--- src/rtl/qnigma_mdio_pkg.sv ---
// -----------------------------------------------------------------------------
// qnigma_mdio_pkg
// Shared constants, field widths, FSM state type and frame-assembly helper for
// the Clause 22 MDIO station-management initiator.
// -----------------------------------------------------------------------------
package qnigma_mdio_pkg;

   localparam int PHYAD_W = 5;
   localparam int REGAD_W = 5;
   localparam int DATA_W  = 16;

   // Bits after the preamble: ST(2) OP(2) PHY(5) REG(5) TA(2) DATA(16)
   localparam int FRAME_W = 32;

   localparam logic [1:0] MDIO_ST    = 2'b01;
   localparam logic [1:0] MDIO_OP_RD = 2'b10;
   localparam logic [1:0] MDIO_OP_WR = 2'b01;
   localparam logic [1:0] MDIO_TA_WR = 2'b10;

   typedef enum logic [2:0] {
      IDLE,
      PRE,
      HDR,
      TA,
      DAT
   } mdio_mst_state_t;

   // Everything after the preamble as one word, MSB first. For reads the TA and
   // data positions are all ones: the pad is released there and mdo idles high.
   function automatic logic [FRAME_W-1:0] mdio_frame_word(
      input logic               r_nw,
      input logic [PHYAD_W-1:0] phyad,
      input logic [REGAD_W-1:0] regad,
      input logic [DATA_W-1:0]  wdat
   );
      logic [FRAME_W-1:0] w;
      if (r_nw) w = {MDIO_ST, MDIO_OP_RD, phyad, regad, {(2+DATA_W){1'b1}}};
      else      w = {MDIO_ST, MDIO_OP_WR, phyad, regad, MDIO_TA_WR, wdat};
      return w;
   endfunction

endpackage

--- src/rtl/qnigma_mdio_master_if.sv ---
// -----------------------------------------------------------------------------
// qnigma_mdio_master_if
// Host-side request/response bundle of the MDIO initiator.
//   req   : start transaction (honoured only while busy=0)
//   r_nw  : 1 = read, 0 = write
//   phyad : PHY address, regad : register address, wdat : write data
//   busy  : frame in progress, done : one-cycle end-of-frame pulse
//   rdat  : last read data, err : read turnaround error
// Modports: master = host logic issuing requests, slave = the MDIO initiator.
// -----------------------------------------------------------------------------
interface qnigma_mdio_master_if;
   import qnigma_mdio_pkg::*;

   logic               req;
   logic               r_nw;
   logic [PHYAD_W-1:0] phyad;
   logic [REGAD_W-1:0] regad;
   logic [DATA_W-1:0]  wdat;
   logic               busy;
   logic               done;
   logic [DATA_W-1:0]  rdat;
   logic               err;

   modport master (
      output req, r_nw, phyad, regad, wdat,
      input  busy, done, rdat, err
   );

   modport slave (
      input  req, r_nw, phyad, regad, wdat,
      output busy, done, rdat, err
   );

endinterface

--- src/rtl/qnigma_mdio_mdc_gen.sv ---
// -----------------------------------------------------------------------------
// qnigma_mdio_mdc_gen
// MDC generator. While en is high a divider counts 0..MDC_DIV-1; at the
// terminal count mdc toggles. rise/fall flag the cycle in which mdc is about
// to go high/low, so logic registered on that cycle changes together with mdc.
// While en is low the divider and mdc are held at 0.
// Ports:
//   clk, rst : system clock, synchronous active-high reset
//   en       : run the divider (frame in progress)
//   mdc      : management clock
//   rise     : strobe, mdc goes 0->1 at the next clk edge
//   fall     : strobe, mdc goes 1->0 at the next clk edge
// -----------------------------------------------------------------------------
module qnigma_mdio_mdc_gen #(
   parameter int MDC_DIV = 10
) (
   input  logic clk,
   input  logic rst,
   input  logic en,
   output logic mdc,
   output logic rise,
   output logic fall
);

   localparam int CW = (MDC_DIV > 1) ? $clog2(MDC_DIV) : 1;
   localparam logic [CW-1:0] DIV_LAST = CW'(MDC_DIV - 1);

   logic [CW-1:0] div_q;
   logic          mdc_q;
   logic          tc;

   assign tc   = (div_q == DIV_LAST);
   assign rise = en & tc & ~mdc_q;
   assign fall = en & tc &  mdc_q;
   assign mdc  = mdc_q;

   always_ff @(posedge clk) begin
      if (rst || !en) begin
         div_q <= '0;
         mdc_q <= 1'b0;
      end else if (tc) begin
         div_q <= '0;
         mdc_q <= ~mdc_q;
      end else begin
         div_q <= div_q + 1'b1;
      end
   end

endmodule

--- src/rtl/qnigma_mdio_master.sv ---
// -----------------------------------------------------------------------------
// qnigma_mdio_master
// Clause 22 MDIO station-management initiator. Turns one read/write request
// into a serial frame: PRE_LEN ones, ST, OP, PHYAD, REGAD, TA, 16 data bits.
// mdo/mdt are updated only on MDC fall strobes (and on the first cycle of a
// frame), mdi is sampled only on rise strobes.
// Ports:
//   clk, rst : system clock, synchronous active-high reset
//   host     : request/response bundle (req, r_nw, phyad, regad, wdat,
//              busy, done, rdat, err)
//   mdc      : management clock to the pad
//   mdo      : serial data out
//   mdt      : output disable, 1 = pad released
//   mdi      : serial data in
// -----------------------------------------------------------------------------
module qnigma_mdio_master
   import qnigma_mdio_pkg::*;
#(
   parameter int MDC_DIV = 10,
   parameter int PRE_LEN = 32
) (
   input  logic                 clk,
   input  logic                 rst,
   qnigma_mdio_master_if.slave  host,
   output logic                 mdc,
   output logic                 mdo,
   output logic                 mdt,
   input  logic                 mdi
);

   // Last value of the per-state bit counter before leaving each state
   localparam logic [5:0] PRE_LAST = 6'((PRE_LEN > 0) ? PRE_LEN - 1 : 0);
   localparam logic [5:0] HDR_LAST = 6'd13;
   localparam logic [5:0] TA_LAST  = 6'd1;
   localparam logic [5:0] DAT_LAST = 6'd15;

   mdio_mst_state_t    state_q;
   logic [5:0]         cnt_q;
   logic [FRAME_W-1:0] tx_q;
   logic               rd_q;
   logic               busy_q;
   logic               done_q;
   logic               mdo_q;
   logic               mdt_q;
   logic [DATA_W-1:0]  rdat_q;
   logic [DATA_W-1:0]  rdat_sr_q;
   logic               err_q;
   logic               ta_err_q;

   logic               rise;
   logic               fall;
   logic [FRAME_W-1:0] frame_w;

   assign frame_w = mdio_frame_word(host.r_nw, host.phyad, host.regad, host.wdat);

   qnigma_mdio_mdc_gen #(
      .MDC_DIV (MDC_DIV)
   ) u_mdc_gen (
      .clk  (clk),
      .rst  (rst),
      .en   (busy_q),
      .mdc  (mdc),
      .rise (rise),
      .fall (fall)
   );

   always_ff @(posedge clk) begin
      if (rst) begin
         state_q  <= IDLE;
         cnt_q    <= '0;
         rd_q     <= 1'b0;
         busy_q   <= 1'b0;
         done_q   <= 1'b0;
         mdo_q    <= 1'b1;
         mdt_q    <= 1'b1;
         rdat_q   <= '0;
         err_q    <= 1'b0;
         ta_err_q <= 1'b0;
      end else begin
         done_q <= 1'b0;
         case (state_q)
            IDLE: begin
               // busy is low in IDLE, so this also covers the done cycle
               if (host.req) begin
                  rd_q     <= host.r_nw;
                  busy_q   <= 1'b1;
                  mdt_q    <= 1'b0;
                  cnt_q    <= '0;
                  ta_err_q <= 1'b0;
                  if (PRE_LEN > 0) begin
                     state_q <= PRE;
                     mdo_q   <= 1'b1;
                     tx_q    <= frame_w;
                  end else begin
                     state_q <= HDR;
                     mdo_q   <= frame_w[FRAME_W-1];
                     tx_q    <= {frame_w[FRAME_W-2:0], 1'b0};
                  end
               end
            end

            PRE: begin
               if (fall) begin
                  if (cnt_q == PRE_LAST) begin
                     state_q <= HDR;
                     cnt_q   <= '0;
                     mdo_q   <= tx_q[FRAME_W-1];
                     tx_q    <= {tx_q[FRAME_W-2:0], 1'b0};
                  end else begin
                     cnt_q <= cnt_q + 1'b1;
                  end
               end
            end

            HDR: begin
               if (fall) begin
                  mdo_q <= tx_q[FRAME_W-1];
                  tx_q  <= {tx_q[FRAME_W-2:0], 1'b0};
                  if (cnt_q == HDR_LAST) begin
                     state_q <= TA;
                     cnt_q   <= '0;
                     // Reads hand the line to the PHY from the first TA bit
                     mdt_q   <= rd_q;
                  end else begin
                     cnt_q <= cnt_q + 1'b1;
                  end
               end
            end

            TA: begin
               // A responding PHY pulls the second TA bit low
               if (rise && cnt_q == TA_LAST) ta_err_q <= mdi;
               if (fall) begin
                  mdo_q <= tx_q[FRAME_W-1];
                  tx_q  <= {tx_q[FRAME_W-2:0], 1'b0};
                  if (cnt_q == TA_LAST) begin
                     state_q <= DAT;
                     cnt_q   <= '0;
                  end else begin
                     cnt_q <= cnt_q + 1'b1;
                  end
               end
            end

            DAT: begin
               if (rise) rdat_sr_q <= {rdat_sr_q[DATA_W-2:0], mdi};
               if (fall) begin
                  if (cnt_q == DAT_LAST) begin
                     state_q <= IDLE;
                     busy_q  <= 1'b0;
                     done_q  <= 1'b1;
                     mdt_q   <= 1'b1;
                     mdo_q   <= 1'b1;
                     cnt_q   <= '0;
                     if (rd_q) begin
                        rdat_q <= rdat_sr_q;
                        err_q  <= ta_err_q;
                     end else begin
                        err_q  <= 1'b0;
                     end
                  end else begin
                     mdo_q <= tx_q[FRAME_W-1];
                     tx_q  <= {tx_q[FRAME_W-2:0], 1'b0};
                     cnt_q <= cnt_q + 1'b1;
                  end
               end
            end

            default: state_q <= IDLE;
         endcase
      end
   end

   assign host.busy = busy_q;
   assign host.done = done_q;
   assign host.rdat = rdat_q;
   assign host.err  = err_q;
   assign mdo       = mdo_q;
   assign mdt       = mdt_q;

endmodule

--- src/flat_wrapper.sv ---
// flat-port wrapper written by rule: the top's interface ports become plain ports
module qnigma_mdio_master_flat import qnigma_mdio_pkg::*;
#(
   parameter int MDC_DIV = 10,
   parameter int PRE_LEN = 32
)
  (clk, rst, mdc, mdo, mdt, mdi, host_req, host_r_nw, host_phyad, host_regad, host_wdat, host_busy, host_done, host_rdat, host_err);
  qnigma_mdio_master_if host_i ();
  input  logic clk;
  input  logic rst;
  output logic mdc;
  output logic mdo;
  output logic mdt;
  input  logic mdi;
  input wire logic [$bits(host_i.req)-1:0] host_req;
  input wire logic [$bits(host_i.r_nw)-1:0] host_r_nw;
  input wire logic [$bits(host_i.phyad)-1:0] host_phyad;
  input wire logic [$bits(host_i.regad)-1:0] host_regad;
  input wire logic [$bits(host_i.wdat)-1:0] host_wdat;
  output wire logic [$bits(host_i.busy)-1:0] host_busy;
  output wire logic [$bits(host_i.done)-1:0] host_done;
  output wire logic [$bits(host_i.rdat)-1:0] host_rdat;
  output wire logic [$bits(host_i.err)-1:0] host_err;
  assign host_i.req = host_req;
  assign host_i.r_nw = host_r_nw;
  assign host_i.phyad = host_phyad;
  assign host_i.regad = host_regad;
  assign host_i.wdat = host_wdat;
  assign host_busy = host_i.busy;
  assign host_done = host_i.done;
  assign host_rdat = host_i.rdat;
  assign host_err = host_i.err;
  qnigma_mdio_master #(.MDC_DIV(MDC_DIV), .PRE_LEN(PRE_LEN)) u_core (.clk(clk), .rst(rst), .host(host_i), .mdc(mdc), .mdo(mdo), .mdt(mdt), .mdi(mdi));
endmodule
--- config.mk ---
export PLATFORM = sky130hd
export DESIGN_NAME = qnigma_mdio_master_flat
export DESIGN_NICKNAME = d
export VERILOG_FILES = /design/src/rtl/qnigma_mdio_pkg.sv /design/src/rtl/qnigma_mdio_master_if.sv /design/src/rtl/qnigma_mdio_mdc_gen.sv /design/src/rtl/qnigma_mdio_master.sv /design/src/flat_wrapper.sv
export SDC_FILE = /design/constraint.sdc
export NUM_CORES = 1
export LEC_CHECK = 0
export ABC_AREA = 1
export BUFFER_PORTS_ARGS = -buffer_cell sky130_fd_sc_hd__buf_2
export CAP_MARGIN = 20
export CORE_ASPECT_RATIO = 0.9
export CORE_MARGIN = 2
export CORE_UTILIZATION = 53
export CTS_CLUSTER_DIAMETER = 60
export DETAILED_ROUTE_END_ITERATION = 10
export PLACE_DENSITY = 0.84
export RECOVER_POWER = 100
export SKIP_CTS_REPAIR_TIMING = 1
export SLEW_MARGIN = 20
export SYNTH_ARGS = -nofsm -noshare
export SYNTH_HDL_FRONTEND = slang
export SYNTH_SLANG_ARGS = --single-unit
--- constraint.sdc ---
create_clock -name clk -period 4.34 [get_ports clk]
set_input_delay 0.868 -clock clk [delete_from_list [all_inputs] [get_ports clk]]
set_output_delay 0.868 -clock clk [all_outputs]
set_load 0.05 [all_outputs]
==> reports/results.tsv <==
metric	value	unit
RSZ-0062 raised after global routing	false	
first-pass GRT wire length	11570	µm
Global Route Usage Sum	18.93	%
CTS tree	done	
Synth Instances	409	
highest-delay cell along the critical path	nor3_1	
Worst R2R Setup Slack	1.47	ns
hpwl dp	4758	µm
register area	2182	µm²
drt drc	0	
Post-synth EDFFs	48	
failing checks	capacitance limit, slew limit	
Synth async-reset ratio	0	%
CTS H-Tree Depth	3	
Starting Density	55.76	%
critical-path cell list	ha_1 -> nand3_1 -> nor2_1 -> inv_1 -> nor3_1	
setup TNS	0	ns
Avg Inst Size Synth	9.122	µm²
Final Critical Period	2.874	ns
worst slew pin tran	2.013	ns
layout cells sized above 1	12.45	%
pre-CTS setup slack	1.747	ns
final hold slack	0.4486	ns
Final period util	66.22	%
pwr/cell area	599.1	nW/µm²
CTS sink cnt	85	
final core utilization	61.28	%
slowest stage delay, CP	1.50	ns
fin. max-slew vios	17	
crit-path leading delay family	simple AND/OR/NAND/NOR gates	
Fin. Hold Viols	0	
DRT Pass-1 Iters	4	
largest net degree at the start of global routing	35	
clock-pin slew on the worst setup and hold paths	0.09	ns
total gr overflow	0	
peak supply drop	0.3291	mV
Wirelength per Cell	12.57	µm
RD Place Congestion	0.8356	
remaining antenna violation count after routing	0	
Port Buffer Count	52	
P&R area growth vs syn	9.893	%
ys flop type	edfxtp_1	
initial antenna violation count	0	
Num CTS Buffers	9	
combined area of the multi-input logic cells	1212	µm²
Rows	28	
dpl cell area	4031	µm²
via count	2772	
number of synthesis warnings	0	
via density per instance	4.986	
chip width	92.44	µm
vias in the first global route	2703	
synthesized area	3731	µm²
Yosys reg bits	85	
worst clock skew	0.01154	ns
final setup fails	0	
Max-Cap Viols	1	
maximum clock frequency	0.3480	GHz
Routed Wire Length	6987	µm
Crit path arrival time	2.83	ns
Core Box Area	6691	µm²
boundary pin count	53	
die height	83.60	µm
CTS Buffer Depth	2	
Min-Delay Path Class	flip-flop to flip-flop	
Finished Cell Area	4100	µm²
outcome	finished with violations	
Final nets	496	
# diodes	0	
Seq/Total Area, Yosys	58.48	%
Crit Path Class	flip-flop to flip-flop	
CP Buf/Inv Count	1	
DR iter-0 viols	119	
die area	7728	µm²
# fillers	602	
leakage	1.684	nW
Mapped Nets	444	
Startpoint Class	flip-flop	
clock tree root buffer cell	clkbuf_8	
worst setup margin	1.466	ns
Max FO, Critical Path	16	
Clock Latency Late Sink	0.36	ns
Slew HR	-35.24	%
CP endpoint kind	flip-flop	
Crit path required time	4.30	ns
Synth cell types	32	
[kinds of logic after synthesis]
logic type | count (synthesis) | share of synthesized area (%)
adder cells (fa/ha/maj) | 4 | 1.341
flip-flops | 85 | 58.48
AO/OA/AOI/OAI | 68 | 9.826
buffers and inverters | 61 | 7.343
XOR/XNOR | 2 | 0.4696
AND/OR/NAND/NOR | 189 | 22.54
[layout by cell type (no fill, tap or decap), types with 4 or more instances in the layout]
| cell | instances |
|---|---|
| inv_2 | 4 |
| nand3_1 | 12 |
| buf_2 | 28 |
| edfxtp_1 | 48 |
| nand2_1 | 121 |
| clkbuf_8 | 9 |
| o21ai_0 | 39 |
| a21oi_1 | 27 |
| clkbuf_1 | 25 |
| inv_1 | 45 |
| nand4_1 | 4 |
| nor2_1 | 39 |
| ha_1 | 4 |
| dfxtp_1 | 37 |
[state kept, by name (all words and copies together) (netlist names), 3 cells and up]
| register | cells |
|---|---|
| u_core.host.rdat | 16 |
| u_core.rdat_sr_q | 16 |
| u_core.cnt_q | 6 |
| u_core.state_q | 3 |
| u_core.u_mdc_gen.div_q | 4 |
| u_core.tx_q | 32 |
[synth_stat cells (4+ instances only)]
| cell type | number | area [µm²] |
|---|---|---|
| nand2_1 | 120 | 450.4 |
| edfxtp_1 | 48 | 1441 |
| inv_1 | 45 | 168.9 |
| dfxtp_1 | 37 | 740.7 |
| nor2_1 | 37 | 138.9 |
| a21oi_1 | 27 | 135.1 |
| o21ai_0 | 25 | 125.1 |
| o21ai_1 | 11 | 55.05 |
| nand3_1 | 10 | 50.05 |
| buf_6 | 4 | 45.04 |
| ha_1 | 4 | 50.05 |
| inv_2 | 4 | 15.01 |
| nand4_1 | 4 | 25.02 |
[worst paths after layout]
| path | start | to | cells past startpoint |
|---|---|---|---|
| setup / recovery | u_core.u_mdc_gen.div_q[0] | u_core.rdat_sr_q[15] | 5 |
| hold / removal | u_core.rdat_sr_q[1] | u_core.rdat_sr_q[2] | 0 |
| setup reg to reg | u_core.u_mdc_gen.div_q[0] | u_core.rdat_sr_q[15] | 5 |
| hold reg to reg | u_core.rdat_sr_q[1] | u_core.rdat_sr_q[2] | 0 |
[metal layers]
metal  GRT usage [%]  part of all wire, %  vias to the layer above
li1                -                    -                     1425
met2           31.52                   47                       63
met4           8.277                  2.3                        0
met5               0                    0                        -
met1           22.53                   46                     1263
met3           5.872                  4.7                       21
[cell type report]
type                       instances  share of cell area [%]
timing repair buffer              53                   5.798
clock inverter                     6                   1.068
multi-input combinational        263                   29.57
tap                               90                   2.746
sequential                        85                   53.22
inverter                          49                   4.486
clock buffer                      10                   3.113
[through the flow]
stage / power, W / std cells
3_3_place_gp: 0.001948 / 540
4_1_cts: 0.002501 / 556
5_1_grt: 0.002626 / 556
2_1_floorplan: 0.001827 / 409
6_report: 0.002456 / 556
3_5_place_dp: 0.001989 / 540
[where the power goes]
group	internal, W	total (W)	switching [W]
registers	0.00113	0.00121	0.0000804
clock network	0.000214	0.000510	0.000296
logic	0.000216	0.000737	0.000521
Note: power is estimated with default switching activity, not from simulation.
